===== src/rtl/axis_rr_arbiter.sv =====
// Round-robin arbiter sharing one AXI-Stream sink between NUM_INPUTS requesters.
// Grants bursts of up to MAX_BURST beats through a registered output stage tagged with tid.
module axis_rr_arbiter #(
  parameter int unsigned NUM_INPUTS        = 2,
  parameter int unsigned TDATA_WIDTH_BYTES = 4,
  parameter int unsigned MAX_BURST         = 4,
  localparam int unsigned DataW = 8 * TDATA_WIDTH_BYTES,
  localparam int unsigned IdW   = (NUM_INPUTS > 2) ? $clog2(NUM_INPUTS) : 1
) (
  input  logic                        aclk,
  input  logic                        resetn,
  input  logic [NUM_INPUTS-1:0]       s_axis_tvalid,
  output logic [NUM_INPUTS-1:0]       s_axis_tready,
  input  logic [NUM_INPUTS*DataW-1:0] s_axis_tdata,
  output logic                        m_axis_tvalid,
  input  logic                        m_axis_tready,
  output logic [DataW-1:0]            m_axis_tdata,
  output logic [IdW-1:0]              m_axis_tid
);

  localparam int unsigned CntW = (MAX_BURST > 2) ? $clog2(MAX_BURST) : 1;

  typedef enum logic [0:0] {StIdle, StGrant} state_e;

  state_e            r_state;
  state_e            w_state_nxt;
  logic [IdW-1:0]    r_grant_idx;
  logic [IdW-1:0]    w_grant_nxt;
  logic [IdW-1:0]    r_last_grant;
  logic [IdW-1:0]    w_last_nxt;
  logic [CntW-1:0]   r_beat_cnt;
  logic [CntW-1:0]   w_cnt_nxt;

  logic              r_m_tvalid;
  logic [DataW-1:0]  r_m_tdata;
  logic [IdW-1:0]    r_m_tid;

  logic              w_out_free;
  logic              w_sel_valid;
  logic [DataW-1:0]  w_sel_data;
  logic              w_hs;
  logic              w_pick_found;
  logic [IdW-1:0]    w_pick_idx;
  logic [NUM_INPUTS-1:0] w_tready;

  assign w_out_free  = !r_m_tvalid || m_axis_tready;
  assign w_sel_valid = s_axis_tvalid[r_grant_idx];
  assign w_sel_data  = s_axis_tdata[int'(r_grant_idx) * int'(DataW) +: DataW];
  assign w_hs        = (r_state == StGrant) && w_out_free && w_sel_valid;

  // Scan downward so the candidate closest after last_grant is the one that sticks.
  always_comb begin
    logic [IdW-1:0] cand;
    w_pick_found = 1'b0;
    w_pick_idx   = '0;
    cand         = '0;
    for (int k = int'(NUM_INPUTS); k >= 1; k--) begin
      cand = IdW'((int'(r_last_grant) + k) % int'(NUM_INPUTS));
      if (s_axis_tvalid[cand]) begin
        w_pick_found = 1'b1;
        w_pick_idx   = cand;
      end
    end
  end

  always_comb begin
    w_tready = '0;
    if (r_state == StGrant && w_out_free) begin
      w_tready[r_grant_idx] = 1'b1;
    end
  end

  assign s_axis_tready = w_tready;

  always_comb begin
    w_state_nxt = r_state;
    w_grant_nxt = r_grant_idx;
    w_last_nxt  = r_last_grant;
    w_cnt_nxt   = r_beat_cnt;
    case (r_state)
      StIdle: begin
        if (w_pick_found) begin
          w_grant_nxt = w_pick_idx;
          w_cnt_nxt   = '0;
          w_state_nxt = StGrant;
        end
      end
      StGrant: begin
        // Release on the final beat of a burst or when the holder idles with room downstream.
        if ((w_hs && r_beat_cnt == CntW'(MAX_BURST - 1)) || (w_out_free && !w_sel_valid)) begin
          w_state_nxt = StIdle;
          w_last_nxt  = r_grant_idx;
          w_cnt_nxt   = '0;
        end else if (w_hs) begin
          w_cnt_nxt = r_beat_cnt + 1'b1;
        end
      end
      default: w_state_nxt = StIdle;
    endcase
  end

  always_ff @(posedge aclk or negedge resetn) begin
    if (!resetn) begin
      r_state      <= StIdle;
      r_grant_idx  <= '0;
      r_last_grant <= IdW'(NUM_INPUTS - 1);
      r_beat_cnt   <= '0;
    end else begin
      r_state      <= w_state_nxt;
      r_grant_idx  <= w_grant_nxt;
      r_last_grant <= w_last_nxt;
      r_beat_cnt   <= w_cnt_nxt;
    end
  end

  always_ff @(posedge aclk or negedge resetn) begin
    if (!resetn) begin
      r_m_tvalid <= 1'b0;
      r_m_tdata  <= '0;
      r_m_tid    <= '0;
    end else if (w_hs) begin
      r_m_tvalid <= 1'b1;
      r_m_tdata  <= w_sel_data;
      r_m_tid    <= r_grant_idx;
    end else if (m_axis_tready) begin
      r_m_tvalid <= 1'b0;
    end
  end

  assign m_axis_tvalid = r_m_tvalid;
  assign m_axis_tdata  = r_m_tdata;
  assign m_axis_tid    = r_m_tid;

endmodule


===== config.mk =====
export PLATFORM = sky130hd
export DESIGN_NAME = axis_rr_arbiter
export DESIGN_NICKNAME = d
export VERILOG_FILES = /design/src/rtl/axis_rr_arbiter.sv
export SDC_FILE = /design/constraint.sdc
export NUM_CORES = 1
export LEC_CHECK = 0
export CORE_ASPECT_RATIO = 1.75
export CORE_MARGIN = 10
export CORE_UTILIZATION = 36
export CTS_BUF_LIST = sky130_fd_sc_hd__clkbuf_16
export DETAILED_ROUTE_END_ITERATION = 8
export PLACE_DENSITY = 0.76
export SYNTH_ARGS = -nofsm -noshare
export SYNTH_HDL_FRONTEND = slang
export SYNTH_SLANG_ARGS = --single-unit

===== constraint.sdc =====
create_clock -name aclk -period 1.4 [get_ports aclk]
set_input_delay 0.21 -clock aclk [delete_from_list [all_inputs] [get_ports aclk]]
set_output_delay 0.21 -clock aclk [all_outputs]
set_load 0.05 [all_outputs]

==> metrics.md, run 1 <==
| Metric | Value |
|---|---|
| Status | `finished, violations left` |
| Failing checks | `setup timing` |
| DRC Markers | `0` |
| Via/cell ratio | `4.723` |
| Die W | `77.52 um` |
| Synth Instances | `142` |
| CTS clk-pin slew, worst paths | `60 ps` |
| Die footprint | `9354 um^2` |
| Cell area after layout | `between 3000 and 4000 um^2` |
| DRT iter0 DRCs | `60` |
| Crit Path Max Fanout | `3` |
| Yosys reg bits | `39` |
| WL final | `6845 um` |
| VDD IR max | `0.001433 V` |
| Final min period | `1555 ps` |
| Count of final setup violators | `36` |
| Mapped cell area | `between 2000 and 2500 um^2` |
| Gr usage total | `0.1441` |
| Synth warn | `0` |
| Clk_lat worst skew | `270 ps` |
| GR Util met1 | `0.1282` |
| Nets | `340` |
| Power Total | `11.13 mW` |
| CP Class | `flip-flop to flip-flop` |
| Syn_nets | `212` |
| Yosys top cell by area | `dfrtp_1` |
| Highest clock rate | `between 0.6 and 0.7 GHz` |
| Required @ worst endpoint | `~1600 ps` |
| Pwr Density | `2796 nW/um^2` |
| Congestion Overflow GR | `0` |
| Largest net degree at the start of global routing | `20` |
| Post-layout util | `0.7130` |
| Worst-Margin Slew | `about 500 ps` |
| Row cnt | `36` |
| Setup WS post-layout | `-154.8 ps` |
| Leak Pwr | `1.803 nW` |
| Drt first pass iters | `4` |
| GR Layer Usage met3 | `0.03858` |
| Vias in the first global route | `2020` |
| Area Overhead vs Synth | `91.06%` |
| I/O Buffers | `about 100` |
| Setup crit end kind | `flip-flop` |
| Placement Cell Area | `3669 um^2` |
| Ports | `approximately 110` |
| Synth area leaders | `dfrtp_1 (46%), mux2_4 (22%), mux2_2 (19%), buf_6 (2.2%), dfstp_2 (1.3%)` |
| Max_slew headroom | `0.6671` |
| Max Cap Violations | `0` |
| Pins Over Slew Limit | `0` |
| Gpl congestion | `0.8613` |
| Most used routing layer | `met2` |
| # fillers | `416` |
| H-tree levels | `2` |
| Crit path launch type | `flip-flop` |
| CP arrival | `1750 ps` |
| Max clock buf depth | `2` |
| Total CTS buffers | `5` |
| CTS tree | `done` |
| Reg area | `979.7 um^2` |
| Period utilization | `1.111` |
| ANT nets after route | `0` |
| Die height | `approximately 120 um` |
| Root buf cell | `clkbuf_16` |
| Multi-input logic area | `1071 um^2` |
| First-pass GRT wire length | `10710 um` |
| Routed len/inst | `19.73 um` |
| Pre-CTS setup slack | `-348.5 ps` |
| Placed wire-length estimate | `5317 um` |
| Final setup skew | `between 3 and 4 ps` |
| Synth unique cells | `25` |
| Clk sinks | `39` |
| Syn_area_per_cell | `14.68 um^2` |
| Final Hold Fails | `0` |
| Met2 Use GR | `0.2941` |
| Register area share after synthesis | `0.4688` |
| RSZ-0062 raised after global routing | `yes` |
| Via count | `between 1500 and 2000` |
| Hold Crit Class | `input port to asynchronous set/reset pin` |
| Hold Slack | `406.5 ps` |
| Area share of the largest cell type after synthesis | `0.4562` |
| Core Box Area | `5585 um^2` |
| Layout cells sized above 1 | `0.5314` |
| Initial core utilization | `0.3732` |
| Initial antenna violation count | `0` |
| Antenna diodes | `0` |
## where the power goes
part           internal, mW  total (mW)  switching, mW
Combinational          4.13        7.49           3.37
Clock                 0.830        1.26          0.426
Sequential             1.73        2.38          0.650
Total                  6.69        11.1           4.44
## worst max-delay path, cell delays in order, from the launching register on
cell,delay [ps]
dfrtp_2,430
mux2_4,340
buf_6,130
a211oi_4,260
mux2_4,330
## Yosys cell counts
cell type	n
a211oi_2	1
a21oi_1	1
a2bb2oi_1	1
a31oi_1	1
a32o_1	1
and3_1	1
buf_2	3
buf_4	2
buf_6	4
dfrtp_1	38
dfstp_2	1
ha_1	1
inv_1	3
mux2_2	36
mux2_4	30
nand2_1	7
nand2b_1	1
nand3_1	2
nand3_4	1
nor2_1	2
nor2b_1	1
nor3_1	1
o22ai_1	1
o2bb2a_1	1
o41ai_1	1
## cell type report
type                            instances  area share
Clock buffer                            5     0.03142
Tap cell                               76     0.02388
Timing Repair Buffer                  130      0.4172
Sequential cell                        39      0.2460
Clock inverter                          3    0.009739
Multi-Input combinational cell         91      0.2689
Inverter                                3    0.002828
## routing by layer
metal	up-vias	part of all wire	wire length (um)
met2	56	0.62	4238
met5	-	0	0
met3	8	0.048	328
met1	815	0.32	2162
met4	0	0.017	115
li1	760	-	-
## through the flow
step                      std cells  TNS [ps]
after floorplan                 142     -1326
after global placement          329    -10060
after global routing            347     -5159
after detailed placement        329    -11300
final                           347     -3692
after CTS                       343     -4031
## cells by family after synthesis
group / count (synthesis) / share of synthesized area
muxes: 66 / 0.4106
DFF: 39 / 0.4688
and+or+nand+nor: 16 / 0.04083
buffers and inverters: 12 / 0.04141
AOI/OAI and AO/OA: 8 / 0.03242
adders and majority gates: 1 / 0.006001
## path summary, 6_finish.rpt
kind | from | slack [ps] | to | cells past startpoint
min reg2reg | r_beat_cnt[0]$_DFFE_PN0P_ | 520 | r_beat_cnt[0]$_DFFE_PN0P_ | 1
max in group asynchronous | resetn | 420 | m_axis_tdata[25]$_DFFE_PN0P_ | 3
min in group aclk | r_beat_cnt[0]$_DFFE_PN0P_ | 520 | r_beat_cnt[0]$_DFFE_PN0P_ | 1
max reg2reg | r_grant_idx$_DFFE_PN0P_ | -150 | r_last_grant$_DFFE_PN1P_ | 4
max | r_grant_idx$_DFFE_PN0P_ | -150 | r_last_grant$_DFFE_PN1P_ | 4
min | resetn | 410 | m_axis_tdata[13]$_DFFE_PN0P_ | 2
## cells in the final DEF (no fill, tap or decap), drive strengths merged, types with 2 or more instances in the layout
cell / count
clkdlybuf4s50: 66
nand2: 7
buf: 62
inv: 3
mux2: 66
nor2: 2
dfrtp: 38
clkbuf: 5
nand3: 3
clkinv: 2
## flip-flops by register name, summed over array words and instances, names as in the netlist
signal / cells
r_beat_cnt: 2
r_grant_idx: 1
r_last_grant: 1
m_axis_tvalid: 1
r_state: 1
m_axis_tdata: 32
m_axis_tid: 1
## repair_timing
item,in CTS,in global routing
pin swaps,2,3
gates resized for setup,13,8
setup endpoints to repair,35,36
buffers inserted,5,5
cloned,0,0
endpoints found under the hold margin,15,0
hold buffers,1,0
Note: power is estimated with default switching activity, not from simulation.
==> run 2, diff against run 1 <==
--- a/config.mk
+++ b/config.mk
@@ -5,12 +5,13 @@
 export SDC_FILE = /design/constraint.sdc
 export NUM_CORES = 1
 export LEC_CHECK = 0
+export CAP_MARGIN = 20
 export CORE_ASPECT_RATIO = 1.75
 export CORE_MARGIN = 10
-export CORE_UTILIZATION = 36
+export CORE_UTILIZATION = 40
 export CTS_BUF_LIST = sky130_fd_sc_hd__clkbuf_16
 export DETAILED_ROUTE_END_ITERATION = 8
-export PLACE_DENSITY = 0.76
+export PLACE_DENSITY = 0.8
 export SYNTH_ARGS = -nofsm -noshare
 export SYNTH_HDL_FRONTEND = slang
 export SYNTH_SLANG_ARGS = --single-unit
==> constraint.sdc (replaced) <==
create_clock -name aclk -period 1.5 [get_ports aclk]
set_input_delay 0.225 -clock aclk [delete_from_list [all_inputs] [get_ports aclk]]
set_output_delay 0.225 -clock aclk [all_outputs]
set_load 0.05 [all_outputs]
==> metrics.md, run 2 (synthesized netlist as in run 1, its figures left out) <==
| Metric | Value |
|---|---|
| DRT iter0 DRCs | `54` |
| Total CTS buffers | `5` |
| Placement Cell Area | `~3200 um^2` |
| Antenna diodes | `0` |
| Crit path capture | `m_axis_tdata[10]$_DFFE_PN0P_` |
| Initial antenna violation count | `0` |
| Core Box Area | `5020 um^2` |
| WL final | `approximately 6300 um` |
| R2r setup slk | `-60 ps` |
| Final min period | `1556 ps` |
| # fillers | `370` |
| Final Non-Filler Cells | `316` |
| Cell area after layout | `between 3000 and 4000 um^2` |
| Max clock buf depth | `2` |
| Row cnt | `34` |
| Worst-Margin Slew | `406.8 ps` |
| RSZ-0062 raised after global routing | `yes` |
| Highest clock rate | `0.6429 GHz` |
| R2R cell count | `4` |
| Setup WS post-layout | `-55.53 ps` |
| Setup crit end kind | `flip-flop` |
| Reg area | `980.9 um^2` |
| CTS tree | `done` |
| Nets | `around 330` |
| Clk sinks | `39` |
| Status | `finished, violations left` |
| I/O Buffers | `about 100` |
| Most common cell after layout, fill and taps aside | `clkdlybuf4s50_1` |
| Via/cell ratio | `around 5` |
| Pins Over Slew Limit | `0` |
| Leak Pwr | `1.594 nW` |
| Crit Path Max Fanout | `12` |
| Gr usage total | `0.1486` |
| Final Hold Fails | `0` |
| Required @ worst endpoint | `1660 ps` |
| Slowest cell on crit path | `dfrtp_2` |
| DRC Markers | `0` |
| Gpl congestion | `0.7507` |
| Die footprint | `8612 um^2` |
| Cells along the critical path | `mux2_4 > nand3_4 > buf_12 > mux2_4` |
| Clk_lat worst skew | `280 ps` |
| Hold Crit Class | `input port to flip-flop` |
| Die W | `between 70 and 80 um` |
| Reg-to-reg endpoint | `m_axis_tdata[10]$_DFFE_PN0P_` |
| Root buf cell | `clkbuf_16` |
| Ports | `105` |
| Critical Path Stages | `4` |
| First-pass GRT wire length | `9749 um` |
| Initial core utilization | `0.4153` |
| Buf/Inv on CP | `1` |
| Start of the worst register-to-register path | `r_grant_idx$_DFFE_PN0P_` |
| Max FFs per register | `32` |
| Via count | `roughly 1600` |
| Max_slew headroom | `0.7288` |
| CTS clk-pin slew, worst paths | `60 ps` |
| CP Class | `flip-flop to flip-flop` |
| Worst Setup SP | `r_grant_idx$_DFFE_PN0P_` |
| Count of final setup violators | `32` |
| Commonest cells after routing, fill and taps aside | `clkdlybuf4s50_1 (66), buf_4 (46), dfrtp_1 (35)` |
| Layout cells sized above 1 | `0.5229` |
| H-tree levels | `2` |
| Area Overhead vs Synth | `64.23%` |
| Congestion Overflow GR | `0` |
| Drt first pass iters | `4` |
| CP arrival | `1710 ps` |
| Die height | `between 100 and 150 um` |
| Max Cap Violations | `0` |
| Final setup skew | `3.418 ps` |
| ANT nets after route | `0` |
| Pre-CTS setup slack | `-246.9 ps` |
| Placed wire-length estimate | `5080 um` |
| Pwr Density | `2526 nW/um^2` |
| Multi-input logic area | `approximately 1100 um^2` |
| Routed len/inst | `19.88 um` |
| Failing checks | `setup timing` |
| Top Family by Delay on Critical Path | `multiplexers` |
| VDD IR max | `0.001420 V` |
| Dpl cells | `a little over 300` |
| Crit path launch type | `flip-flop` |
| Largest net degree at the start of global routing | `21` |
| Period utilization | `1.037` |
| Hold Slack | `395.8 ps` |
| Vias in the first global route | `1876` |
| Slowest cell delay on critical path | `between 400 and 500 ps` |
| Most used cell, CP | `mux2_4` |
[run 2: cell count changes in the layout (fill, tap and decap cells not counted), moves of 2 or more]
cell and change:
buf_4 +29, buf_6 -3, mux2_2 +2, mux2_4 -2
buf_12 -36
[run 2: worst min path at each step]
stage	from	slack [ps]	cells past startpoint	end
after global placement	resetn	170	1	m_axis_tdata[10]$_DFFE_PN0P_
after CTS	resetn	430	2	m_axis_tdata[8]$_DFFE_PN0P_
after detailed placement	resetn	180	1	m_axis_tdata[8]$_DFFE_PN0P_
after floorplan	resetn	-70	0	m_axis_tdata[0]$_DFFE_PN0P_
final	m_axis_tready	400	4	m_axis_tvalid$_DFFE_PN0P_
after global routing	m_axis_tready	420	4	m_axis_tvalid$_DFFE_PN0P_
[run 2: cell type report]
cell class / count / area share
well taps: 54 / 0.01974
clock buffers: 5 / 0.03655
flip-flops and latches: 39 / 0.2866
multi-input cells: 91 / 0.3070
clock inverters: 3 / 0.01279
repair buffers: 121 / 0.3341
inverters: 3 / 0.003289
[run 2: timing repair]
action / in CTS / in global routing
resized for setup: 9 / 4
pin swaps: 1 / 1
hold endpoints to repair: 15 / 0
endpoints found under the setup margin: 34 / 34
hold buffers: 1 / 0
buffers inserted: 1 / 0
[run 2: per-stage QoR]
stage	power [mW]	setup TNS (ps)	utilization
floorplan	5.722	0	-
global placement	7.297	-6780	0.6378
detailed placement	7.392	-7379	0.6378
CTS	8.747	-1086	0.6815
global route	9.066	-1908	0.6820
finish	8.647	-977.3	0.6820
[run 2: worst reg2reg max path, cell delays in order, from the launching register on]
cell and delay [ps]:
dfrtp_2 450, mux2_4 350, nand3_4 150, buf_12 170
mux2_4 320
[run 2: layer usage]
layer | GRT usage | part of all wire | vias up
met5 | 0 | 0 | -
met4 | 0.06218 | 0.025 | 0
li1 | - | - | 744
met2 | 0.2899 | 0.60 | 57
met3 | 0.04366 | 0.066 | 9
met1 | 0.1337 | 0.31 | 781
[run 2: where the power goes]
group	internal (mW)	leakage [nW]	switching, mW
combinational	2.47	1.05	3.01
sequential	1.62	0.457	0.361
clock	0.783	0.0838	0.404
==> run 3, diff against run 2 <==
--- a/config.mk
+++ b/config.mk
@@ -8,10 +8,10 @@
 export CAP_MARGIN = 20
 export CORE_ASPECT_RATIO = 1.75
 export CORE_MARGIN = 10
-export CORE_UTILIZATION = 40
+export CORE_UTILIZATION = 43
 export CTS_BUF_LIST = sky130_fd_sc_hd__clkbuf_16
 export DETAILED_ROUTE_END_ITERATION = 8
-export PLACE_DENSITY = 0.8
+export PLACE_DENSITY = 0.85
 export SYNTH_ARGS = -nofsm -noshare
 export SYNTH_HDL_FRONTEND = slang
 export SYNTH_SLANG_ARGS = --single-unit
==> constraint.sdc (replaced) <==
create_clock -name aclk -period 1.85 [get_ports aclk]
set_input_delay 0.2775 -clock aclk [delete_from_list [all_inputs] [get_ports aclk]]
set_output_delay 0.2775 -clock aclk [all_outputs]
set_load 0.05 [all_outputs]
==> metrics.md, run 3 (synthesized netlist as in run 1, its figures left out) <==
| Metric | Value |
|---|---|
| Status | `complete, no violations` |
| Row cnt | `33` |
| Crit Path Max Fanout | `7` |
| TNS Setup | `0 ps` |
| Root buf cell | `clkbuf_16` |
| Max clock buf depth | `2` |
| CP Class | `input port to output pin` |
| Cell area after layout | `3367 um^2` |
| H-tree levels | `2` |
| Slowest cell delay on critical path | `between 400 and 500 ps` |
| Drt first pass iters | `4` |
| Die height | `about 110 um` |
| Max Cap Violations | `0` |
| Die W | `~73 um` |
| Placed wire-length estimate | `between 4000 and 5000 um` |
| Gr usage total | `0.1390` |
| Final Hold Fails | `0` |
| Max FFs per register | `32` |
| Layout cells sized above 1 | `0.3715` |
| Largest net degree at the start of global routing | `40` |
| Via count | `1538` |
| Required @ worst endpoint | `1570 ps` |
| Clk sinks | `39` |
| Area Overhead vs Synth | `61.52%` |
| Cells along the critical path | `clkdlybuf4s50_1 > nand2b_1 > nand2_1 > nor2_2 > buf_4` |
| VDD IR max | `between 0.001 and 0.0015 V` |
| Pins Over Slew Limit | `0` |
| Placement Cell Area | `approximately 3200 um^2` |
| Gpl congestion | `0.7784` |
| Slowest cell on crit path | `clkdlybuf4s50_1` |
| Vias in the first global route | `1711` |
| Routed len/inst | `18.47 um` |
| Period utilization | `0.9490` |
| ANT nets after route | `0` |
| WL final | `5633 um` |
| Pwr Density | `2026 nW/um^2` |
| DRC Markers | `0` |
| Power Total | `6.820 mW` |
| First-pass GRT wire length | `just over 9000 um` |
| Initial antenna violation count | `0` |
| Initial core utilization | `0.4428` |
| Ports | `105` |
| RSZ-0062 raised after global routing | `no` |
| Die footprint | `8142 um^2` |
| Commonest cells after routing, fill and taps aside | `clkdlybuf4s50_1 (94), dfrtp_1 (38), mux2_2 (36)` |
| Final min period | `1756 ps` |
| Via/cell ratio | `5.043` |
| Nets | `322` |
| Leak Pwr | `1.497 nW` |
| Crit path launch type | `input port` |
| Most common cell after layout, fill and taps aside | `clkdlybuf4s50_1` |
| Final setup skew | `3.226 ps` |
| Core Box Area | `4707 um^2` |
| CP arrival | `1480 ps` |
| Congestion Overflow GR | `0` |
| Clk_lat worst skew | `280 ps` |
| DRT iter0 DRCs | `77` |
| Highest clock rate | `0.5696 GHz` |
| Max_slew headroom | `0.6455` |
| Worst-Margin Slew | `530.1 ps` |
| CTS tree | `done` |
| Total CTS buffers | `5` |
| Count of final setup violators | `0` |
| Setup crit end kind | `output pin` |
| Antenna diodes | `0` |
| Setup bufs post-CTS | `0` |
| I/O Buffers | `104` |
| PostCTS Resize Cnt | `0` |
| Hold Crit Class | `input port to asynchronous set/reset pin` |
| CTS clk-pin slew, worst paths | `50 ps` |
run 3: cell count changes in the layout (fill, tap and decap cells not counted), moves of 2 or more:
cell | before | now
mux2_2 | 34 | 36
dfrtp_1 | 35 | 38
buf_8 | 2 | 0
clkdlybuf4s50_1 | 66 | 94
dfrtp_2 | 3 | 0
buf_4 | 46 | 12
mux2_4 | 32 | 30
run 3: layout make-up:
class	instances	area (um^2)
clock buffers	5	125.1
clock inverters	3	38.79
fillers	344	1340
inverters	3	11.26
multi-input cells	91	1023
flip-flops and latches	39	977.2
well taps	52	65.06
repair buffers	112	1126
run 3: report_power, final:
| group | internal [mW] | leakage, nW | switching, mW |
|---|---|---|---|
| Clock | 0.628 | 0.0812 | 0.326 |
| Sequential | 1.31 | 0.460 | 0.280 |
| Combinational | 1.95 | 0.956 | 2.33 |
run 3: worst paths after layout:
path                       cells past startpoint  slack, ps                      endpoint                    startpoint
max                                            5         90              s_axis_tready[0]                 m_axis_tready
max reg2reg                                    4        320  m_axis_tdata[13]$_DFFE_PN0P_       r_grant_idx$_DFFE_PN0P_
min in group aclk                              1        500  m_axis_tdata[11]$_DFFE_PN0P_  m_axis_tdata[11]$_DFFE_PN0P_
min reg2reg                                    1        500  m_axis_tdata[11]$_DFFE_PN0P_  m_axis_tdata[11]$_DFFE_PN0P_
min                                            3        490  m_axis_tdata[25]$_DFFE_PN0P_                        resetn
max in group asynchronous                      3       1110      r_last_grant$_DFFE_PN1P_                        resetn
run 3: through the flow:
stage,hold WS [ps],instances,utilization,worst slack [ps]
after floorplan,-18.09,142,-,209.5
after global placement,259.7,296,0.6784,75.67
after detailed placement,258.8,296,0.6784,42.28
final,491.7,305,0.7153,94.38
after global routing,524.5,305,0.7153,11.31
after CTS,501.0,305,0.7153,93.19
run 3: timing repair:
action                                  4_1_cts  5_1_grt
hold buffers                                  1        0
endpoints found under the setup margin        0        0
endpoints found under the hold margin        38        0
run 3: worst max-delay path: cells and delay by family:
family / cells / cell delay, ps
simple gates: 3 / 530
buf+inv: 2 / 670
run 3: routing by layer:
metal  vias to the layer above  part of all wire  global-route usage
li1                        727                 -                   -
met1                       737              0.37              0.1511
met2                        65              0.51              0.2300
met3                         9             0.097             0.06085
met4                         0             0.019             0.05089
met5                         -                 0                   0
